<file path="src/rtl/turbo_codec_scheduler_if.sv">
// ---------------------------------------------------------------------------
// turbo_codec_scheduler_if : request, core-pin and response bundle for the scheduler
// Revision 1.0
// ---------------------------------------------------------------------------
`default_nettype none

interface turbo_codec_scheduler_if #(
  parameter int BLOCK_BITS = 8
);
  logic                  enc_valid;
  logic [BLOCK_BITS-1:0] enc_data;
  logic                  enc_ready;
  logic                  dec_valid;
  logic [2:0]            dec_sym;
  logic                  dec_ready;
  logic                  cdc_mode;
  logic                  cdc_start;
  logic                  cdc_bit;
  logic [2:0]            cdc_sym;
  logic                  cdc_valid;
  logic [2:0]            cdc_enc_out;
  logic                  cdc_dec_out;
  logic                  rsp_valid;
  logic                  rsp_ready;
  logic                  rsp_is_enc;
  logic [2:0]            rsp_data;
  logic                  rsp_timeout;
  logic                  busy;

  modport master (
    input  enc_valid, enc_data, dec_valid, dec_sym,
    input  cdc_valid, cdc_enc_out, cdc_dec_out, rsp_ready,
    output enc_ready, dec_ready, cdc_mode, cdc_start, cdc_bit, cdc_sym,
    output rsp_valid, rsp_is_enc, rsp_data, rsp_timeout, busy
  );

  modport slave (
    output enc_valid, enc_data, dec_valid, dec_sym,
    output cdc_valid, cdc_enc_out, cdc_dec_out, rsp_ready,
    input  enc_ready, dec_ready, cdc_mode, cdc_start, cdc_bit, cdc_sym,
    input  rsp_valid, rsp_is_enc, rsp_data, rsp_timeout, busy
  );
endinterface

`default_nettype wire

</file>
<file path="src/rtl/turbo_codec_scheduler.sv">
// ---------------------------------------------------------------------------
// turbo_codec_scheduler : round-robin sharing of one turbo core between encode/decode clients
// Revision 1.0
// ---------------------------------------------------------------------------
`default_nettype none

module turbo_codec_scheduler #(
  parameter int BLOCK_BITS = 8,
  parameter int TIMEOUT    = 31,
  parameter int TO_W       = 5
) (
  input  wire logic                clk,
  input  wire logic                reset,
  turbo_codec_scheduler_if.master  bus_io
);

  localparam int   IDX_W  = (BLOCK_BITS > 1) ? $clog2(BLOCK_BITS) : 1;
  localparam logic RR_ENC = 1'b1;
  localparam logic RR_DEC = 1'b0;

  typedef enum logic [2:0] {
    S_IDLE      = 3'd0,
    S_ENC_LOAD  = 3'd1,
    S_DEC_ISSUE = 3'd2,
    S_WAIT      = 3'd3,
    S_RESP      = 3'd4
  } state_t;

  state_t                state_q;
  logic                  rr_last_q;
  logic [BLOCK_BITS-1:0] data_q;
  logic [IDX_W-1:0]      idx_q;
  logic [TO_W-1:0]       wd_q;
  logic                  mode_q;
  logic                  start_q;
  logic                  bit_q;
  logic [2:0]            sym_q;
  logic                  rsp_valid_q;
  logic                  rsp_is_enc_q;
  logic [2:0]            rsp_data_q;
  logic                  rsp_timeout_q;
  logic                  busy_q;

  logic                  grant_enc;
  logic                  grant_dec;

  // On a tie the requester that was not served last wins.
  always_comb begin
    grant_enc = 1'b0;
    grant_dec = 1'b0;
    if (state_q == S_IDLE) begin
      if (bus_io.enc_valid && bus_io.dec_valid) begin
        grant_enc = (rr_last_q == RR_DEC);
        grant_dec = (rr_last_q == RR_ENC);
      end else begin
        grant_enc = bus_io.enc_valid;
        grant_dec = bus_io.dec_valid;
      end
    end
  end

  assign bus_io.enc_ready   = grant_enc;
  assign bus_io.dec_ready   = grant_dec;
  assign bus_io.cdc_mode    = mode_q;
  assign bus_io.cdc_start   = start_q;
  assign bus_io.cdc_bit     = bit_q;
  assign bus_io.cdc_sym     = sym_q;
  assign bus_io.rsp_valid   = rsp_valid_q;
  assign bus_io.rsp_is_enc  = rsp_is_enc_q;
  assign bus_io.rsp_data    = rsp_data_q;
  assign bus_io.rsp_timeout = rsp_timeout_q;
  assign bus_io.busy        = busy_q;

  always_ff @(posedge clk) begin
    if (reset) begin
      state_q       <= S_IDLE;
      rr_last_q     <= RR_DEC;
      data_q        <= '0;
      idx_q         <= '0;
      wd_q          <= '0;
      mode_q        <= 1'b0;
      start_q       <= 1'b0;
      bit_q         <= 1'b0;
      sym_q         <= 3'b000;
      rsp_valid_q   <= 1'b0;
      rsp_is_enc_q  <= 1'b0;
      rsp_data_q    <= 3'b000;
      rsp_timeout_q <= 1'b0;
      busy_q        <= 1'b0;
    end else begin
      case (state_q)
        S_IDLE: begin
          // Issue-pin registers are loaded here so bit 0 is on the pins in the first load cycle.
          if (grant_enc) begin
            data_q    <= bus_io.enc_data;
            rr_last_q <= RR_ENC;
            mode_q    <= 1'b1;
            start_q   <= 1'b1;
            bit_q     <= bus_io.enc_data[0];
            idx_q     <= '0;
            busy_q    <= 1'b1;
            state_q   <= S_ENC_LOAD;
          end else if (grant_dec) begin
            rr_last_q <= RR_DEC;
            mode_q    <= 1'b0;
            start_q   <= 1'b1;
            sym_q     <= bus_io.dec_sym;
            busy_q    <= 1'b1;
            state_q   <= S_DEC_ISSUE;
          end
        end
        S_ENC_LOAD: begin
          start_q <= 1'b0;
          if (idx_q == IDX_W'(BLOCK_BITS - 1)) begin
            bit_q   <= 1'b0;
            wd_q    <= '0;
            state_q <= S_WAIT;
          end else begin
            idx_q <= idx_q + IDX_W'(1);
            bit_q <= data_q[idx_q + IDX_W'(1)];
          end
        end
        S_DEC_ISSUE: begin
          start_q <= 1'b0;
          sym_q   <= 3'b000;
          wd_q    <= '0;
          state_q <= S_WAIT;
        end
        S_WAIT: begin
          if (bus_io.cdc_valid) begin
            rsp_valid_q   <= 1'b1;
            rsp_is_enc_q  <= mode_q;
            rsp_data_q    <= mode_q ? bus_io.cdc_enc_out : {2'b00, bus_io.cdc_dec_out};
            rsp_timeout_q <= 1'b0;
            state_q       <= S_RESP;
          end else if (wd_q == TO_W'(TIMEOUT - 1)) begin
            rsp_valid_q   <= 1'b1;
            rsp_is_enc_q  <= mode_q;
            rsp_data_q    <= 3'b000;
            rsp_timeout_q <= 1'b1;
            state_q       <= S_RESP;
          end else begin
            wd_q <= wd_q + TO_W'(1);
          end
        end
        S_RESP: begin
          if (bus_io.rsp_ready) begin
            rsp_valid_q   <= 1'b0;
            rsp_is_enc_q  <= 1'b0;
            rsp_data_q    <= 3'b000;
            rsp_timeout_q <= 1'b0;
            busy_q        <= 1'b0;
            state_q       <= S_IDLE;
          end
        end
        default: begin
          state_q <= S_IDLE;
        end
      endcase
    end
  end

endmodule

`default_nettype wire

</file>
<file path="src/flat_wrapper.sv">
// flat-port wrapper written by rule: the top's interface ports become plain ports
module turbo_codec_scheduler_flat 
#(
  parameter int BLOCK_BITS = 8,
  parameter int TIMEOUT    = 31,
  parameter int TO_W       = 5
)
  (clk, reset, bus_io_enc_valid, bus_io_enc_data, bus_io_dec_valid, bus_io_dec_sym, bus_io_cdc_valid, bus_io_cdc_enc_out, bus_io_cdc_dec_out, bus_io_rsp_ready, bus_io_enc_ready, bus_io_dec_ready, bus_io_cdc_mode, bus_io_cdc_start, bus_io_cdc_bit, bus_io_cdc_sym, bus_io_rsp_valid, bus_io_rsp_is_enc, bus_io_rsp_data, bus_io_rsp_timeout, bus_io_busy);
  turbo_codec_scheduler_if #(.BLOCK_BITS(BLOCK_BITS)) bus_io_i ();
  input  wire logic clk;
  input  wire logic reset;
  input wire logic [$bits(bus_io_i.enc_valid)-1:0] bus_io_enc_valid;
  input wire logic [$bits(bus_io_i.enc_data)-1:0] bus_io_enc_data;
  input wire logic [$bits(bus_io_i.dec_valid)-1:0] bus_io_dec_valid;
  input wire logic [$bits(bus_io_i.dec_sym)-1:0] bus_io_dec_sym;
  input wire logic [$bits(bus_io_i.cdc_valid)-1:0] bus_io_cdc_valid;
  input wire logic [$bits(bus_io_i.cdc_enc_out)-1:0] bus_io_cdc_enc_out;
  input wire logic [$bits(bus_io_i.cdc_dec_out)-1:0] bus_io_cdc_dec_out;
  input wire logic [$bits(bus_io_i.rsp_ready)-1:0] bus_io_rsp_ready;
  output wire logic [$bits(bus_io_i.enc_ready)-1:0] bus_io_enc_ready;
  output wire logic [$bits(bus_io_i.dec_ready)-1:0] bus_io_dec_ready;
  output wire logic [$bits(bus_io_i.cdc_mode)-1:0] bus_io_cdc_mode;
  output wire logic [$bits(bus_io_i.cdc_start)-1:0] bus_io_cdc_start;
  output wire logic [$bits(bus_io_i.cdc_bit)-1:0] bus_io_cdc_bit;
  output wire logic [$bits(bus_io_i.cdc_sym)-1:0] bus_io_cdc_sym;
  output wire logic [$bits(bus_io_i.rsp_valid)-1:0] bus_io_rsp_valid;
  output wire logic [$bits(bus_io_i.rsp_is_enc)-1:0] bus_io_rsp_is_enc;
  output wire logic [$bits(bus_io_i.rsp_data)-1:0] bus_io_rsp_data;
  output wire logic [$bits(bus_io_i.rsp_timeout)-1:0] bus_io_rsp_timeout;
  output wire logic [$bits(bus_io_i.busy)-1:0] bus_io_busy;
  assign bus_io_i.enc_valid = bus_io_enc_valid;
  assign bus_io_i.enc_data = bus_io_enc_data;
  assign bus_io_i.dec_valid = bus_io_dec_valid;
  assign bus_io_i.dec_sym = bus_io_dec_sym;
  assign bus_io_i.cdc_valid = bus_io_cdc_valid;
  assign bus_io_i.cdc_enc_out = bus_io_cdc_enc_out;
  assign bus_io_i.cdc_dec_out = bus_io_cdc_dec_out;
  assign bus_io_i.rsp_ready = bus_io_rsp_ready;
  assign bus_io_enc_ready = bus_io_i.enc_ready;
  assign bus_io_dec_ready = bus_io_i.dec_ready;
  assign bus_io_cdc_mode = bus_io_i.cdc_mode;
  assign bus_io_cdc_start = bus_io_i.cdc_start;
  assign bus_io_cdc_bit = bus_io_i.cdc_bit;
  assign bus_io_cdc_sym = bus_io_i.cdc_sym;
  assign bus_io_rsp_valid = bus_io_i.rsp_valid;
  assign bus_io_rsp_is_enc = bus_io_i.rsp_is_enc;
  assign bus_io_rsp_data = bus_io_i.rsp_data;
  assign bus_io_rsp_timeout = bus_io_i.rsp_timeout;
  assign bus_io_busy = bus_io_i.busy;
  turbo_codec_scheduler #(.BLOCK_BITS(BLOCK_BITS), .TIMEOUT(TIMEOUT), .TO_W(TO_W)) u_core (.clk(clk), .reset(reset), .bus_io(bus_io_i));
endmodule
</file>
<file path="config.mk">
export PLATFORM = sky130hd
export DESIGN_NAME = turbo_codec_scheduler_flat
export DESIGN_NICKNAME = d
export VERILOG_FILES = /design/src/rtl/turbo_codec_scheduler_if.sv /design/src/rtl/turbo_codec_scheduler.sv /design/src/flat_wrapper.sv
export SDC_FILE = /design/constraint.sdc
export NUM_CORES = 1
export LEC_CHECK = 0
export CORE_MARGIN = 1.5
export CORE_UTILIZATION = 44
export CTS_BUF_LIST = sky130_fd_sc_hd__clkbuf_16
export DETAILED_ROUTE_END_ITERATION = 8
export GPL_TIMING_DRIVEN = 0
export PLACE_DENSITY_LB_ADDON = 0.2
export SLEW_MARGIN = 20
export SYNTH_ARGS = -nofsm -noshare
export SYNTH_HDL_FRONTEND = slang
export SYNTH_SLANG_ARGS = --single-unit
</file>
<file path="constraint.sdc">
create_clock -name clk -period 1.76 [get_ports clk]
set_input_delay 0.352 -clock clk [delete_from_list [all_inputs] [get_ports clk]]
set_output_delay 0.352 -clock clk [all_outputs]
set_load 0.1 [all_outputs]
</file>
==> impl_metrics.csv <==
group,metric,value,unit
placement,dpl-instance-area,1982,sq um
global_route,grt.overflow.total,0,
timing,tightest_slew,0.5653,ns
power_and_ir_drop,pwr_density_cell,1037,nW/um^2
finish,regArea,651.9,sq um
timing,fmax,0.5679,GHz
worst_hold_path,hold_class,"reg2reg",
synth,synth_top_cells_by_count,"dfxtp_1 (32), nand2_1 (27), a21oi_1 (21)",
worst_setup_path,endpoint_kind,"primary output",
synth,ys_ff_latch,32,
die,design.core.area,3390,sq um
global_route,antenna_found_initial,0,
worst_setup_path,rr_worst_depth,6,
finish,multi_input_area,950.9,sq um
placement,finalWeightedCongestion,0.7772,
finish,num-nets-final,262,
route,drt_iter0_markers,81,
worst_setup_path,crit_type,"reg2out",
route,vias,1568,
outcome,violations,"negative setup slack",
timing,period_share,100.1,%
power_and_ir_drop,peakVddDrop,0.6887,mV
finish,diodes,0,
cts,h-tree-depth,2,
outcome,status,"finished with violations",
synth,synth_edf_count,0,
cts,clock_latency,0.28,ns
global_route,grt_pass1_vias,1483,
cts,root_buffer,"clkbuf_16",
synth,ys.flop_type,"dfxtp_1",
synth,ys_async_sr_fraction,0,%
route,wl,4363,um
timing,whs,0.4504,ns
route,ant_nets,0,
cts,ctsHoldBuffers,0,
synth,ys_seq_area_share,40.76,%
die,rows,21,
synth,yosysMostFrequentCell,"dfxtp_1",
timing,finalHoldViolCount,0,
worst_setup_path,cp.required,1.41,ns
timing,fin_ws,-0.0009907,ns
placement,io_buffers,35,
die,io_pins,36,
cts,cts_inserted_buffers,5,
finish,final_cell_area,2401,sq um
cts,cts_buffer_depth,2,
worst_hold_path,holdPathStages,2,
route,post_drt_wl_per_cell,15.36,um
die,die_area,3939,sq um
job,max_cap_violations,0,
worst_setup_path,cp.arrival,1.41,ns
timing,worst_clock_skew,0.005925,ns
die,die_x,62.76,um
timing,setup_viol,1,
power_and_ir_drop,p_leak,0.0008902,uW
global_route,grt_usage,22.00,%
global_route,grt_pass1_wl,6789,um
route,drt-pass1-iter-count,4,
timing,grt_setup_unrepaired,"yes",
route,drc,0,
synth,netlist.area_leader.share,40.76,%
cts,tritoncts,"yes",
placement,hpwl,2795,um
finish,syn2layout_area_growth,52.79,%
synth,synth.largest_area_cell,"dfxtp_1",
timing,min_period,1.761,ns
timing,slew_viol_final,0,
synth,synth.avg_cell_area,8.731,sq um
synth,syn_nets,205,
route,vias_per_cell,5.521,
finish,drive_above_1_share,28.99,%
synth,syn_area,1572,sq um
timing,maxSlewHeadroom,62.31,%
worst_setup_path,critPathLaunchType,"flip-flop",
synth,yosysWarnings,0,
placement,post-place-ws,-1.391,ns
global_route,grt_max_degree,11,
worst_setup_path,critPathMaxFanout,5,
synth,syn_inst,180,
cts,cts.sinks,32,
finish,fillers,248,
cts,clk_pin_slew,0.05,ns
synth,ys_types,51,
die,die_h,62.76,um
synth,synth_area_leaders,"dfxtp_1 (41%), a21oi_1 (6.7%), nand2_1 (6.4%)",
die,start_util,46.36,%
## final cells by class
type | count | area share (%)
multi-input combinational | 135 | 39.60
sequential | 32 | 27.15
timing repair buffer | 51 | 21.16
clock buffer | 5 | 5.211
tap | 46 | 2.397
buffer | 8 | 2.189
clock inverter | 3 | 1.563
inverter | 4 | 0.7295
## worst paths after layout
kind / end / from / slack, ns
min reg2reg: u_core.data_q[4]$_SDFFE_PP0P_ / u_core.data_q[4]$_SDFFE_PP0P_ / 0.45
min: u_core.data_q[4]$_SDFFE_PP0P_ / u_core.data_q[4]$_SDFFE_PP0P_ / 0.45
max reg2reg: u_core.wd_q[2]$_SDFFE_PP0P_ / u_core.idx_q[0]$_SDFFE_PP0P_ / 0.03
max: bus_io_dec_ready / u_core.state_q[2]$_SDFFE_PP0P_ / -0.001
## cell usage in the layout (no fill, tap or decap), drive strengths merged, types with 2 or more instances in the layout
| master | synthesis | final |
|---|---|---|
| nand4 | 2 | 2 |
| nor3 | 7 | 7 |
| nand3 | 3 | 3 |
| or4 | 3 | 3 |
| nand3b | 2 | 2 |
| o21ai | 11 | 11 |
| mux2i | 2 | 2 |
| a21boi | 3 | 3 |
| a21oi | 21 | 21 |
| dlygate4sd2 | 0 | 2 |
| ha | 4 | 4 |
| inv | 4 | 4 |
| a31oi | 2 | 2 |
| nand2b | 3 | 3 |
| nor2 | 9 | 9 |
| o31ai | 3 | 3 |
| clkbuf | 3 | 8 |
| nand4b | 3 | 3 |
| nand2 | 28 | 28 |
| dfxtp | 32 | 32 |
| o21a | 2 | 2 |
| buf | 6 | 23 |
| clkdlybuf4s50 | 0 | 18 |
| a211oi | 3 | 3 |
| a22o | 2 | 2 |
| clkdlybuf4s15 | 0 | 13 |
| clkinv | 0 | 2 |
| mux2 | 3 | 3 |
| and3b | 2 | 2 |
## layer usage
metal,wire (um),GRT usage [%]
met2,2406,40.46
met3,183,6.486
met5,0,0
met4,74,8.056
met1,1699,23.67
## logic make-up after synthesis
logic type | after synthesis | share of synthesized area (%)
and+or+nand+nor | 71 | 25.00
AOI/OAI and AO/OA | 53 | 21.50
DFF | 32 | 40.76
buffers and inverters | 13 | 4.140
muxes | 6 | 4.856
adders and majority gates | 4 | 3.185
xor gates and xnor gates | 1 | 0.5574
## where the power goes
group / switching (uW) / total (uW) / internal [uW] / leakage [uW]
clock network: 300 / 957 / 656 / 0.0000789
registers: 44.0 / 821 / 777 / 0.000264
logic: 431 / 712 / 282 / 0.000548
total: 775 / 2490 / 1710 / 0.000890
## registers in the layout (all words and copies together) (netlist names)
register                   cells
u_core.rr_last_q               1
u_core.bus_io.rsp_is_enc       1
u_core.state_q                 3
u_core.bus_io.rsp_timeout      1
u_core.bus_io.cdc_bit          1
u_core.bus_io.rsp_data         3
u_core.bus_io.cdc_start        1
u_core.bus_io.busy             1
u_core.data_q                  8
u_core.bus_io.rsp_valid        1
u_core.bus_io.cdc_sym          3
u_core.wd_q                    5
u_core.idx_q                   3
## metrics by stage
step / util [%] / setup TNS, ns / instances / power (uW)
3_3_place_gp: 58.47 / -6.260 / 261 / 1418
6_report: 70.84 / -0.0009907 / 284 / 2490
2_1_floorplan: - / -0.008013 / 180 / 1271
5_1_grt: 70.84 / -0.2186 / 284 / 2597
4_1_cts: 66.33 / -0.07239 / 272 / 2427
3_5_place_dp: 58.47 / -6.841 / 261 / 1433
## timing repair
action,in CTS,in global routing
gates resized for setup,69,17
setup endpoints to repair,21,10
buffers inserted,3,13
cloned,0,0
pin swaps,4,9
## critical path, stage by stage, from the launching register on
cell,delay (ns)
dfxtp_4,0.35
buf_8,0.12
nor3_4,0.26
and3_4,0.23
buf_12,0.17
(Power assumes the default switching activity.)
